File: src/rtl/motor_pwm_pkg.sv
// Shared types and default timing constants for the motor_pwm servo pulse generator.
package motor_pwm_pkg;

    localparam int unsigned CNT_W             = 21;
    localparam int unsigned DEF_PERIOD_CNT    = 2_000_000;
    localparam int unsigned DEF_PULSE_CW_CNT  = 200_000;
    localparam int unsigned DEF_PULSE_CCW_CNT = 100_000;

    typedef enum logic [1:0] {
        IDLE = 2'd0,
        HIGH = 2'd1,
        LOW  = 2'd2
    } state_t;

    typedef struct packed {
        logic stop;
        logic cw;
    } motor_cmd_t;

    localparam motor_cmd_t CMD_RESET = '{stop: 1'b1, cw: 1'b1};

endpackage

File: src/rtl/pwm_cmd_latch.sv
// Latches the motor command at each period start; MOTOR_PWM_CMD_FILTER_EN requires
// the same command at two consecutive period starts before it is applied.
module pwm_cmd_latch
    import motor_pwm_pkg::*;
(
    input  logic       clk,
    input  logic       reset,
    input  logic       latch_en,
    input  motor_cmd_t cmd_sample,
    output motor_cmd_t cmd_next_c,
    output motor_cmd_t cmd_applied
);

`ifdef MOTOR_PWM_CMD_FILTER_EN
    motor_cmd_t cmd_prev;

    // A sample only takes effect when it repeats the previous period's sample.
    always_comb begin
        cmd_next_c = cmd_applied;
        if (cmd_sample == cmd_prev) begin
            cmd_next_c = cmd_sample;
        end
    end

    always_ff @(posedge clk or posedge reset) begin
        if (reset) begin
            cmd_prev <= CMD_RESET;
        end else if (latch_en) begin
            cmd_prev <= cmd_sample;
        end
    end
`else
    always_comb begin
        cmd_next_c = cmd_sample;
    end
`endif

    always_ff @(posedge clk or posedge reset) begin
        if (reset) begin
            cmd_applied <= CMD_RESET;
        end else if (latch_en) begin
            cmd_applied <= cmd_next_c;
        end
    end

endmodule

File: src/rtl/motor_pwm.sv
// Servo PWM generator driven by a shared timebase; optional command filter
// enabled with MOTOR_PWM_CMD_FILTER_EN (implemented in pwm_cmd_latch).
module motor_pwm
    import motor_pwm_pkg::*;
#(
    parameter int unsigned PERIOD_CNT    = DEF_PERIOD_CNT,
    parameter int unsigned PULSE_CW_CNT  = DEF_PULSE_CW_CNT,
    parameter int unsigned PULSE_CCW_CNT = DEF_PULSE_CCW_CNT
) (
    input  logic             clk,
    input  logic             reset,
    input  logic [CNT_W-1:0] count_in,
    input  logic             motor_reset,
    input  logic             motor_direction,
    output logic             pwm,
    output logic             period_start,
    output logic             running,
    output logic             timebase_err
);

    localparam logic [CNT_W-1:0] PERIOD_LIM = CNT_W'(PERIOD_CNT);
    localparam logic [CNT_W-1:0] WIDTH_CW   = CNT_W'(PULSE_CW_CNT);
    localparam logic [CNT_W-1:0] WIDTH_CCW  = CNT_W'(PULSE_CCW_CNT);

    state_t           state;
    state_t           state_next;
    motor_cmd_t       cmd_sample_c;
    motor_cmd_t       cmd_next_c;
    motor_cmd_t       cmd_applied;
    logic             start_c;
    logic             over_c;
    logic             width_done_c;
    logic [CNT_W-1:0] width_c;

    assign cmd_sample_c = '{stop: motor_reset, cw: motor_direction};
    assign start_c      = (count_in == '0);
    assign over_c       = (count_in > PERIOD_LIM);
    assign width_c      = cmd_applied.cw ? WIDTH_CW : WIDTH_CCW;
    assign width_done_c = (count_in >= width_c);

    pwm_cmd_latch u_cmd_latch (
        .clk         (clk),
        .reset       (reset),
        .latch_en    (start_c),
        .cmd_sample  (cmd_sample_c),
        .cmd_next_c  (cmd_next_c),
        .cmd_applied (cmd_applied)
    );

    // A period start overrides everything, including an unfinished pulse.
    always_comb begin
        state_next = state;
        case (state)
            IDLE, LOW: begin
                if (start_c) begin
                    state_next = cmd_next_c.stop ? LOW : HIGH;
                end
            end
            HIGH: begin
                if (start_c) begin
                    state_next = cmd_next_c.stop ? LOW : HIGH;
                end else if (width_done_c) begin
                    state_next = LOW;
                end
            end
            default: state_next = IDLE;
        endcase
    end

    always_ff @(posedge clk or posedge reset) begin
        if (reset) begin
            state        <= IDLE;
            pwm          <= 1'b0;
            period_start <= 1'b0;
            running      <= 1'b0;
            timebase_err <= 1'b0;
        end else begin
            state        <= state_next;
            pwm          <= (state_next == HIGH);
            period_start <= start_c;
            timebase_err <= timebase_err | over_c;
            if (start_c) begin
                running <= ~cmd_next_c.stop;
            end
        end
    end

endmodule

File: config.mk
export PLATFORM = sky130hd
export DESIGN_NAME = motor_pwm
export DESIGN_NICKNAME = d
export VERILOG_FILES = /design/src/rtl/motor_pwm_pkg.sv /design/src/rtl/pwm_cmd_latch.sv /design/src/rtl/motor_pwm.sv
export SDC_FILE = /design/constraint.sdc
export NUM_CORES = 1
export LEC_CHECK = 0
export ABC_AREA = 0
export CAP_MARGIN = 20
export CELL_PAD_IN_SITES_DETAIL_PLACEMENT = 1
export CELL_PAD_IN_SITES_GLOBAL_PLACEMENT = 1
export CORE_MARGIN = 2
export CORE_UTILIZATION = 27
export DETAILED_ROUTE_END_ITERATION = 8
export PLACE_DENSITY = 0.86
export SKIP_LAST_GASP = 1
export SLEW_MARGIN = 15
export SYNTH_ARGS = -nofsm -noshare
export SYNTH_HDL_FRONTEND = slang
export SYNTH_SLANG_ARGS = --single-unit
File: constraint.sdc
create_clock -name clk -period 2.3 [get_ports clk]
set_input_delay 0.69 -clock clk [delete_from_list [all_inputs] [get_ports clk]]
set_output_delay 0.69 -clock clk [all_outputs]
set_load 0.01 [all_outputs]
## After elaboration in Yosys (flattened, before gate mapping)

Cells that the tools add are included.

| word-level totals | value |
|---|---|
| input port bits | 25 |
| bits in writable memories | 0 |
| ROM bits | 0 |
| memories kept | 0 |
| latch bits | 0 |
| output and inout port bits | 4 |
| bits in registers | 7 |

| operators by class | value |
|---|---|
| shift operators | 0 |
| $lt $le $gt $ge | 2 |
| equality and inequality tests | 3 |
| reduce and logical (&&, ||, !) cells | 3 |
| bitwise logic cells | 2 |
| $add $sub $neg | 0 |
| divide/modulo/power cells | 0 |
| multiply operators | 0 |
| muxes and demuxes | 6 |

Operators by type and width:

| operator | count |
|---|---|
| 21-bit by 18-bit greater-or-equal comparator with 1-bit output | 1 |
| 21-bit > comparator, second input constant | 1 |
| 21-bit zero test | 1 |
| 18-bit two-way mux | 1 |
| 2-bit two-way mux | 4 |
| 2-bit by 1-bit equality test with 1-bit output, second input constant | 2 |
| 2-bit case mux with 2 select lines | 1 |
| 2-bit equality test, second input constant | 1 |
| 2-bit zero test | 1 |
| 2-bit OR reduction | 1 |
| 1-bit inverter | 1 |
| 1-bit OR | 1 |

## Logic depth before layout (Yosys ltp)

| depth | value |
|---|---|
| depth after elaboration | 6 |
| depth in mapped cells | 8 |

## Hierarchy

From an unflattened synthesis, not the netlist that was laid out.

| unflattened totals | value |
|---|---|
| cell total of the unflattened synthesis | 65 |
| area, all modules | 630.6 µm² |

By module, submodules not included:

| module | cells each | area each (µm²) | times used |
|---|---|---|---|
| motor_pwm | 58 | 536.8 | 1 |
| pwm_cmd_latch | 7 | 93.8 | 1 |

## Worst setup path after synthesis

OpenSTA, ideal clock, no wires.

| timing path | value |
|---|---|
| path type | input to register |
| start point | input count_in[11] |
| end point | register pwm |
| path slack | 0.198 ns |
| cell stages on the path | 5 |
| setup time | 0.104 ns |
| data arrival time | 1.999 ns |
| required time | 2.196 ns |
| path through | or4_4 or3_4 nor2_4 inv_2 a221oi_1 |

| between the ends | value |
|---|---|
| word-level cells in the longest chain between the ends | 5 |
| elaborated cells on any way between the ends | 7 |

RTL lines:

| item | line | RTL |
|---|---|---|
| from (decl) | motor_pwm.sv:12 | `input logic [CNT_W-1:0] count_in,` |
| 21-bit by 18-bit greater-or-equal comparator with 1-bit output | motor_pwm.sv:39 | `assign width_done_c = (count_in >= width_c);` |
| 2-bit two-way mux | motor_pwm.sv:62 | `end else if (width_done_c) begin` |
| 2-bit two-way mux | motor_pwm.sv:60 | `if (start_c) begin` |
| 2-bit case mux with 2 select lines * | motor_pwm.sv:53 | `case (state)` |
| 2-bit by 1-bit equality test with 1-bit output * | motor_pwm.sv:79 | `pwm <= (state_next == HIGH);` |
| to (signal assigned) | motor_pwm.sv:79 |  |
| to (decl) | motor_pwm.sv:15 | `output logic pwm,` |

Mark *: on every way between the ends. The rest lies on a longest branch, timed or not.
A chain may end at the register's enable or synchronous reset.

## Worst setup path after layout

| timing path | value |
|---|---|
| start point | register, netlist name u_cmd_latch.cmd_applied[0] |
| end point | register state[0] |

| between the ends | value |
|---|---|
| word-level cells in the longest chain between the ends | 5 |

RTL lines:

| item | line | RTL |
|---|---|---|
| 18-bit two-way mux | motor_pwm.sv:38 | `assign width_c = cmd_applied.cw ? WIDTH_CW : WIDTH_CCW;` |
| 21-bit by 18-bit greater-or-equal comparator with 1-bit output | motor_pwm.sv:39 |  |
| 2-bit two-way mux | motor_pwm.sv:62 |  |
| 2-bit two-way mux | motor_pwm.sv:60 |  |
| 2-bit case mux with 2 select lines | motor_pwm.sv:53 |  |
| named net state_next[0] | motor_pwm.sv:26 | `state_t state_next;` |
| to (signal assigned) | motor_pwm.sv:78 | `state <= state_next;` |
| to (decl) | motor_pwm.sv:25 | `state_t state;` |

The timed path passes the listed nets, and every way through them passes these cells.

==> key figures <==
Outcome
  – Outcome: finished with violations
  – Failing checks: negative setup slack

Worst hold path
  – HP Class: flip-flop to flip-flop
  – Hold depth: 2

Floorplan
  – Initial Util: 28.5%
  – FP Rows: 16
  – Die Width: 49.3 microns
  – I/O Pins: 29
  – Core area: between 1500 and 2000 sq um
  – Die span in y: 49.3 microns
  – Die area: 2430 sq um

Global route
  – Antenna violations before repair: 0
  – Grt total ovfl: 0
  – Global-route wire length before repair: 3100 microns
  – Vias in the first global route: 723
  – Total GRT Usage: 17.0%
  – Largest net degree at the start of global routing: 8

STA
  – Final WS setup: -0.00388 ns
  – Slew Limit Fails: 0
  – Final worst path period need: 2.30 ns
  – Worst hold slack: 0.476 ns
  – RSZ-0062 raised after global routing: true
  – Period Utilization, post-route: 100%
  – Achievable Freq: roughly 430 MHz
  – Final clock skew: 0.000342 ns
  – Final setup viols: 1
  – Worst slew margin: 81.8%
  – Hold Fails Final Rpt: 0
  – Tightest Pin Transition: 0.271 ns

Yosys
  – Simple-Gate Fraction of Synth Area: 29.8%
  – Area leader, netlist: dfrtp_1
  – Post-synthesis adder-cell area fraction: 18.1%
  – FF+latch count, synth: 7
  – Synth area leaders: dfrtp_1 27%, ha_1 18%, dfstp_2 4.7%
  – Syn Area/Cell: 8.94 sq um
  – Compound-gate portion of the synthesized area: 16.0%
  – Mux contribution to synthesized area: 0%
  – Synthesized area: 554 sq um
  – Main combinational cell family by area after synthesis: simple AND/OR/NAND/NOR gates
  – Top cell type's share of synthesized area: a little over a quarter
  – XOR/XNOR Fraction of Synth Area: 0%
  – Syn Nets: 95
  – Seq/Total Area, Yosys: 31.8%
  – Mapped Cells: 62
  – Number of library cell types mapped by synthesis: 25
  – Synth warn: 0

Critical path
  – Reg2Reg Setup Slack: -0.004 ns
  – R2R Path End: state[0]$_DFF_PP0_
  – Worst path arrival time: between 2 and 2.5 ns
  – Crit path to: state[0]$_DFF_PP0_
  – CP Capture Type: flip-flop
  – Req. time, crit path: 2.42 ns
  – CP Class: flip-flop to flip-flop
  – CP Launch Type: flip-flop
  – Max Fanout on Critical Path: 6
  – Worst r2r src: u_cmd_latch.cmd_applied[0]$_DFFE_PP1P_
  – Cells on worst reg2reg path: 9
  – Worst setup startpoint: u_cmd_latch.cmd_applied[0]$_DFFE_PP1P_

Power and ir drop
  – Total power: 0.000323 W
  – Power per cell area: 292 nW/um^2
  – Maximum vdd drop: 187 uV
  – Leak: 0.480 nW

Detailed routing
  – Initial DRC Count: 1
  – Post-Route WL: 1920 microns
  – DRT Pass-1 Iters: 2
  – Vias per cell: 5.01
  – DRT antenna net count: 0
  – Vias: just over 700
  – # DRC: 0
  – WL per Instance: 13.5 microns

Place
  – HPWL Detailed: roughly 1400 microns
  – Buffers on Ports: 28
  – Setup slack at placement: -0.472 ns
  – RePlAce Congestion: between 0.7 and 0.8
  – DP Cell Count: 128

Finish
  – Fraction of final layout cells sized beyond drive strength 1: 33.9%
  – Non-Filler Instances: 142
  – Most frequent cells in the layout: 21 x buf_4, 20 x clkdlybuf4s50_1, 8 x dlygate4sd2_1, 7 x nand2_1
  – Commonest non-fill, non-tap cell in the layout: buf_4
  – # nets final: 149
  – Ant. Diodes: 0
  – Layout area overhead: 99.3%

Clock tree
  – Worst-Skew Late Latency: 0.25 ns
  – Clock-pin slew on the worst setup and hold paths: 0.05 ns
  – H-tree depth: 1
  – Hold buffer count at CTS: 0
  – Cts bufs inserted: 3
  – CTS Buffer Depth: 2
  – Clk sinks: 7
  – CTS tree: done
  – Clock root cell: clkbuf_4

Job
  – Maxcap violations: 0
-- where the power goes --
group | internal [W] | switching (W) | total [W]
Clock | 0.0000662 | 0.0000454 | 0.000112
Sequential | 0.000123 | 0.00000000193 | 0.000123
Combinational | 0.0000541 | 0.0000336 | 0.0000877
-- synthesized netlist by cell type --
cell type and n:
ha_1 8, nand2_1 7, dfrtp_1 6, nor3_1 5, inv_1 4, nand4_1 4
nor2_1 3, a211oi_1 2, a221oi_1 2, nand3_1 2, nor2b_1 2, nor4_1 2
o21a_1 2, o21ai_0 2, a221o_1 1, a31oi_1 1, clkinv_2 1, dfstp_2 1
inv_2 1, nor2_4 1, nor4b_1 1, o211ai_1 1, o31ai_1 1, or3_4 1
or4_4 1
-- kinds of logic (layout without fill, tap and decap cells) --
kind of cell / after synthesis / in the layout
and+or+nand+nor: 29 / 29
AOI/OAI and AO/OA: 12 / 12
adders and majority gates: 8 / 8
DFF: 7 / 7
buffers and inverters: 6 / 59
-- critical path: stages (launching register included) --
cell        delay, ns
dfstp_2          0.57
clkinvlp_4       0.15
buf_4            0.17
ha_4             0.25
nand4_1          0.09
nor4b_2          0.31
nor3_2           0.08
a221o_1          0.31
nand4_1          0.15
a221oi_2         0.09
-- sequential cells by signal, indices dropped and copies added (netlist names) --
name / count
running: 1
period_start: 1
pwm: 1
timebase_err: 1
state: 2
u_cmd_latch.cmd_applied: 1
-- through the flow --
| step | utilization, % | area, sq um | setup TNS, ns |
|---|---|---|---|
| finish | 56.9 | 1100 | -0.00388 |
| global route | 56.9 | 1100 | -0.293 |
| CTS | 54.5 | 1060 | 0 |
| detailed placement | 49.0 | 951 | -1.74 |
| global placement | 49.0 | 951 | -1.35 |
| floorplan | - | 554 | 0 |
-- cell type report --
type                       instances  area (sq um)
fill                             239           837
timing repair buffer              49           428
multi-input combinational         49           413
sequential                         7           176
tap                               27          33.8
inverter                           6          27.5
clock buffer                       4          26.3
-- worst min path at each step --
stage	from	endpoint
6_report	running$_DFFE_PP0P_	running$_DFFE_PP0P_
3_5_place_dp	timebase_err$_DFF_PP0_	timebase_err$_DFF_PP0_
2_1_floorplan	reset	period_start$_DFF_PP0_
4_1_cts	running$_DFFE_PP0P_	running$_DFFE_PP0P_
5_1_grt	timebase_err$_DFF_PP0_	timebase_err$_DFF_PP0_
3_3_place_gp	running$_DFFE_PP0P_	running$_DFFE_PP0P_
-- metal layers --
metal  part of all wire, %  track usage [%]
met4                   2.1             9.52
met3                   5.3             2.76
met2                    57             33.6
met5                     0                0
met1                    35             16.2
-- repair_timing --
action | in CTS | in global routing
resized for setup | 16 | 2
cloned | 0 | 0
pin swaps | 15 | 5
buffers inserted | 5 | 5
setup endpoints to repair | 3 | 3
Note: power is estimated with default switching activity, not from simulation.
==> patch 1 (config.mk and constraints unchanged) <==
Add an input register stage for `count_in` and `motor_direction`, cleared by the reset; this delays them by one clock.
--- a/src/rtl/motor_pwm.sv
+++ b/src/rtl/motor_pwm.sv
@@ -22,6 +22,19 @@
     localparam logic [CNT_W-1:0] WIDTH_CW   = CNT_W'(PULSE_CW_CNT);
     localparam logic [CNT_W-1:0] WIDTH_CCW  = CNT_W'(PULSE_CCW_CNT);
 
+    logic [CNT_W-1:0] count_q;
+    logic motor_direction_q;
+
+    always_ff @(posedge clk or posedge reset) begin
+        if (reset) begin
+            count_q           <= '0;
+            motor_direction_q <= '0;
+        end else begin
+            count_q           <= count_in;
+            motor_direction_q <= motor_direction;
+        end
+    end
+
     state_t           state;
     state_t           state_next;
     motor_cmd_t       cmd_sample_c;
@@ -32,11 +45,11 @@
     logic             width_done_c;
     logic [CNT_W-1:0] width_c;
 
-    assign cmd_sample_c = '{stop: motor_reset, cw: motor_direction};
-    assign start_c      = (count_in == '0);
-    assign over_c       = (count_in > PERIOD_LIM);
+    assign cmd_sample_c = '{stop: motor_reset, cw: motor_direction_q};
+    assign start_c      = (count_q == '0);
+    assign over_c       = (count_q > PERIOD_LIM);
     assign width_c      = cmd_applied.cw ? WIDTH_CW : WIDTH_CCW;
-    assign width_done_c = (count_in >= width_c);
+    assign width_done_c = (count_q >= width_c);
 
     pwm_cmd_latch u_cmd_latch (
         .clk         (clk),
Function: changed (Yosys sat finds a counterexample within 4 cycles, from zero or initial values and one cycle with reset high).
==> patch 1 against the original RTL <==
Critical path depth is 2 lower. Setup slack better by 0.12 ns. Fmax up 5.6%. Routed wire length grew 38%. Sequential cell count up 22. Cell area increased by 42%. Clock skew increased by 0.014 ns. Synthesized area grew 99%. First-iteration DRC count grew to 20 times the old value. Total power increased to 3.6 times the old value. Synthesized cell count is 35% higher. Sequential power grew to 4.4 times the old value. Highest routed layer unchanged.
==> patch 1: results (changes against the original RTL) <==
| Metric | Value |
|---|---|
| Ys Warns | `0 (unchanged)` |
| Worst EP arrival | `2.34 ns (-0.09 ns)` |
| Maximum root-to-sink buffer count | `2 (unchanged)` |
| Synth Area in XOR/XNOR | `0% (unchanged)` |
| Vias | `815 (+14%)` |
| Leak | `0.650 nW (+35%)` |
| Global placement routability congestion | `0.863 (+14%)` |
| Synth Area in Adders | `9.08% (-9.0 points)` |
| Synth cell count leaders | `dfrtp_1 (28), ha_1 (8), o21ai_0 (6), nand2_1 (5), nor3_1 (5)` |
| H-tree levels | `2 (+1)` |
| Initial antenna violation count | `0 (unchanged)` |
| Critical path fanouts, max | `6 (unchanged)` |
| Setup WS pre-CTS | `0.164 ns (+0.636 ns)` |
| First-pass GRT wire length | `4530 um (+46%)` |
| Clock transition at path regs | `0.07 ns (+0.02 ns)` |
| Worst hold path type | `reg -> reg` |
| Worst vdd rail ir drop | `0.000453 V (+140%)` |
| Dpl cell area | `0.00145 mm^2 (+52%)` |
| GRT Overall Usage | `13.7% (-3.3 points)` |
| Mapped Nets | `117 (+23%)` |
| Setup repair bufs after CTS | `0 (-5)` |
| CTS root buffer | `clkbuf_8` |
| Worst-Skew Late Latency | `0.28 ns (+0.03 ns)` |
| Multiplexer area fraction after synthesis | `0% (unchanged)` |
| Yosys cell types | `27 (+8.0%)` |
| DP Wirelength | `2040 um (+45%)` |
| Internal | `0.933 mW (+280%)` |
| CP max stage delay | `0.57 ns (about the same)` |
| Cts bufs inserted | `5 (+2)` |
| Post-CTS sizing | `0 (-16)` |
| Layout fillers | `431 (+80%)` |
| RR Endpoint | `state[1]` |
| # diodes | `0 (unchanged)` |
| Worst hold endpoint | `timebase_err` |
| Complex-gate fraction of the synthesized area | `10.9% (-5.1 points)` |
| Slew at the pin closest to its max-slew limit | `0.427 ns (+0.155 ns)` |
| Router iterations before antenna repair | `3 (+1)` |
| I/O Buffers | `28 (unchanged)` |
| Die X | `67.9 um (+38%)` |
| Post-synth ARST share | `100% (unchanged)` |
| Reg-to-Reg Start | `u_cmd_latch.cmd_applied[0]` |
| WL per Instance | `15.6 um (+15%)` |
| Reg2reg setup slack | `0.12 ns (+0.12 ns)` |
| Initial DRC Count | `20 (+19)` |
| Seq/Total Area, Yosys | `65.9% (+34 points)` |
| Worst reg-to-reg path cell count | `7 (-2)` |
| Hold Startpoint | `timebase_err` |
| Layout Skew | `0.0139 ns (+0.0136 ns)` |
| Largest net degree at the start of global routing | `30 (+22)` |
| Critical Path Slowest Stage Cell | `dfstp_2` |
| Share of cells above drive strength 1 | `9.17% (-25 points)` |
| CP top delay family | `compound AO/OA/AOI/OAI gates` |
| Outcome | `finished clean` |
| Synth area leaders | `dfrtp_1 (64%), ha_1 (9.1%), o21ai_0 (2.7%)` |
| Number of global-route vias before repair | `936 (+29%)` |
| # nets final | `152 (+2.0%)` |
-- patch 1: power by group through the flow --
stage | Clock [mW] | Sequential [mW] | Combinational [mW]
2_1_floorplan | 0 | 0.550 | 0.0246
3_3_place_gp | 0 | 0.553 | 0.0739
3_5_place_dp | 0 | 0.556 | 0.0796
4_1_cts | 0.565 | 0.546 | 0.0803
5_1_grt | 0.589 | 0.549 | 0.0871
6_report | 0.546 | 0.547 | 0.0786
-- patch 1: per-layer routing --
layer | wire (um) | GRT usage [%]
met5 | 0 | 0
met2 | 1420 | 23.7
met3 | 146 | 5.43
met1 | 1070 | 15.2
met4 | 30 | 5.50
-- patch 1: cell type report --
| type | instances | area share (%) |
|---|---|---|
| Inverter | 4 | 0.958 |
| Clock buffer | 6 | 5.27 |
| Sequential cell | 29 | 46.4 |
| Timing Repair Buffer | 29 | 18.4 |
| Clock inverter | 2 | 2.39 |
| Multi-Input combinational cell | 50 | 22.7 |
| Tap cell | 50 | 3.99 |
-- patch 1: metrics by stage --
stage	instances	util, %	hold slack (ns)
final	170	39.5	0.493
after global routing	170	39.5	0.535
after CTS	170	39.5	0.499
after detailed placement	162	36.5	0.482
after global placement	162	36.5	0.464
after floorplan	84	-	0.429
-- patch 1: how the worst max path moves through the flow --
stage | end | from | slack, ns
after floorplan | state[1] | count_q[1] | 0.29
after global placement | state[1] | count_q[1] | 0.20
after detailed placement | state[1] | count_q[1] | 0.16
after CTS | state[1] | count_q[1] | 0.14
after global routing | state[1] | u_cmd_latch.cmd_applied[0] | 0.04
final | state[1] | u_cmd_latch.cmd_applied[0] | 0.12
==> patch 2 (same flow settings) <==
Without the edit above. The option `MOTOR_PWM_CMD_FILTER_EN` is turned on by a define.
--- a/src/rtl/pwm_cmd_latch.sv
+++ b/src/rtl/pwm_cmd_latch.sv
@@ -1,5 +1,7 @@
 // Latches the motor command at each period start; MOTOR_PWM_CMD_FILTER_EN requires
 // the same command at two consecutive period starts before it is applied.
+`define MOTOR_PWM_CMD_FILTER_EN
+
 module pwm_cmd_latch
     import motor_pwm_pkg::*;
 (
Formal check against the unedited RTL: not equivalent (Yosys sat finds a counterexample within 4 cycles, from zero or initial values and one cycle with reset high).
==> patch 2 against the original RTL <==
Setup slack better by 0.088 ns. Sequential cell count rose by 3. Routed wire length grew 17%. Synthesized area increased by 39%. Cell area up 8.3%. Combinational power rose by 8.8%. Die area rose by 35%. Total power is 23% higher. Global-route usage decreased by 2.6 points. Critical path type is now in -> reg. Largest cell class is now multi-input combinational cells. Highest routed layer unchanged.
==> patch 2: results (changes against the original RTL) <==
| Metric | Value |
|---|---|
| Outcome | `finished clean` |
| Setup WS pre-CTS | `-0.282 ns (+0.190 ns)` |
| Seq/Total Area, Yosys | `33.2% (+1.3 points)` |
| GR Util met1 | `15.8% (-0.39 points)` |
| Synth Area in XOR/XNOR | `2.28% (+2.3 points)` |
| Layout Skew | `0.00769 ns (+0.00735 ns)` |
| Critical path fanouts, max | `3 (-3)` |
| Avg Vias per Cell | `5.42 (+8.2%)` |
| Critical Path Slowest Stage Cell | `clkdlybuf4s50_1` |
| Dpl cell area | `0.00113 mm^2 (+19%)` |
| Met1 wire length | `852 um (+25%)` |
| Complex-gate fraction of the synthesized area | `19.7% (+3.6 points)` |
| CP max stage delay | `0.49 ns (-0.08 ns)` |
| Worst reg-to-reg path cell count | `7 (-2)` |
| Mapped Nets | `109 (+15%)` |
| CP top delay family | `compound AO/OA/AOI/OAI gates` |
| Leak | `0.507 nW (+5.7%)` |
| Total Wirelength | `2250 um (+17%)` |
| Met3 routed WL | `101 um (-0.98%)` |
| Multiplexer area fraction after synthesis | `4.23% (+4.2 points)` |
| Initial DRC Count | `15 (+14)` |
| Yosys cell types | `36 (+44%)` |
| Share of cells above drive strength 1 | `23.5% (-10 points)` |
| Synth area leaders | `dfrtp_1 (20%), dfstp_2 (14%), ha_1 (13%)` |
| Setup repair bufs after CTS | `0 (-5)` |
| GRT met2 Usage | `28.1% (-5.5 points)` |
| Sw frac | `24.0% (-0.46 points)` |
| Clock transition at path regs | `0.07 ns (+0.02 ns)` |
| WL met2 | `1270 um (+15%)` |
| GRT Overall Usage | `14.4% (-2.6 points)` |
| Router iterations before antenna repair | `4 (+2)` |
| Finished Layout Cells | `146 (+2.8%)` |
| Placed insts | `142 (+11%)` |
| Met3 Use GR | `1.36% (-1.4 points)` |
| Largest net degree at the start of global routing | `11 (+3)` |
| Synth cell count leaders | `ha_1 (8), dfrtp_1 (6), a21oi_1 (5)` |
| Slew at the pin closest to its max-slew limit | `0.376 ns (+0.105 ns)` |
| Number of global-route vias before repair | `855 (+18%)` |
| Synth Area in Adders | `13.0% (-5.1 points)` |
| Worst hold endpoint | `timebase_err` |
| First-pass GRT wire length | `3750 um (+21%)` |
| Reg2reg setup slack | `0.12 ns (+0.12 ns)` |
==> patch 2: cell count changes after synthesis, moves of 3 or more <==
| cell | change |
|---|---|
| nor3_1 | -3 |
| nand2_1 | -4 |
| a21oi_1 | +5 |
| dfstp_2 | +3 |
==> patch 2: how the worst max path moves through the flow <==
stage | cells after the start | endpoint | from
floorplan | 6 | pwm | count_in[7]
global placement | 7 | pwm | count_in[7]
detailed placement | 7 | state[0] | count_in[7]
CTS | 7 | pwm | count_in[7]
global route | 7 | pwm | u_cmd_latch.cmd_applied[0]
finish | 7 | state[0] | count_in[6]
==> patch 2: timing repair <==
item / in CTS / in global routing
gates resized for setup: 0 / 7
endpoints found under the setup margin: 2 / 3
pin swaps: 1 / 6
endpoints found under the hold margin: 0 / 0
==> patch 2: cell type report <==
cell class	instances	area (um^2)
Fill cell	318	1540
Tap cell	31	38.8
Multi-Input combinational cell	60	509
Inverter	5	18.8
Clock buffer	4	26.3
Timing Repair Buffer	36	348
Sequential cell	10	255
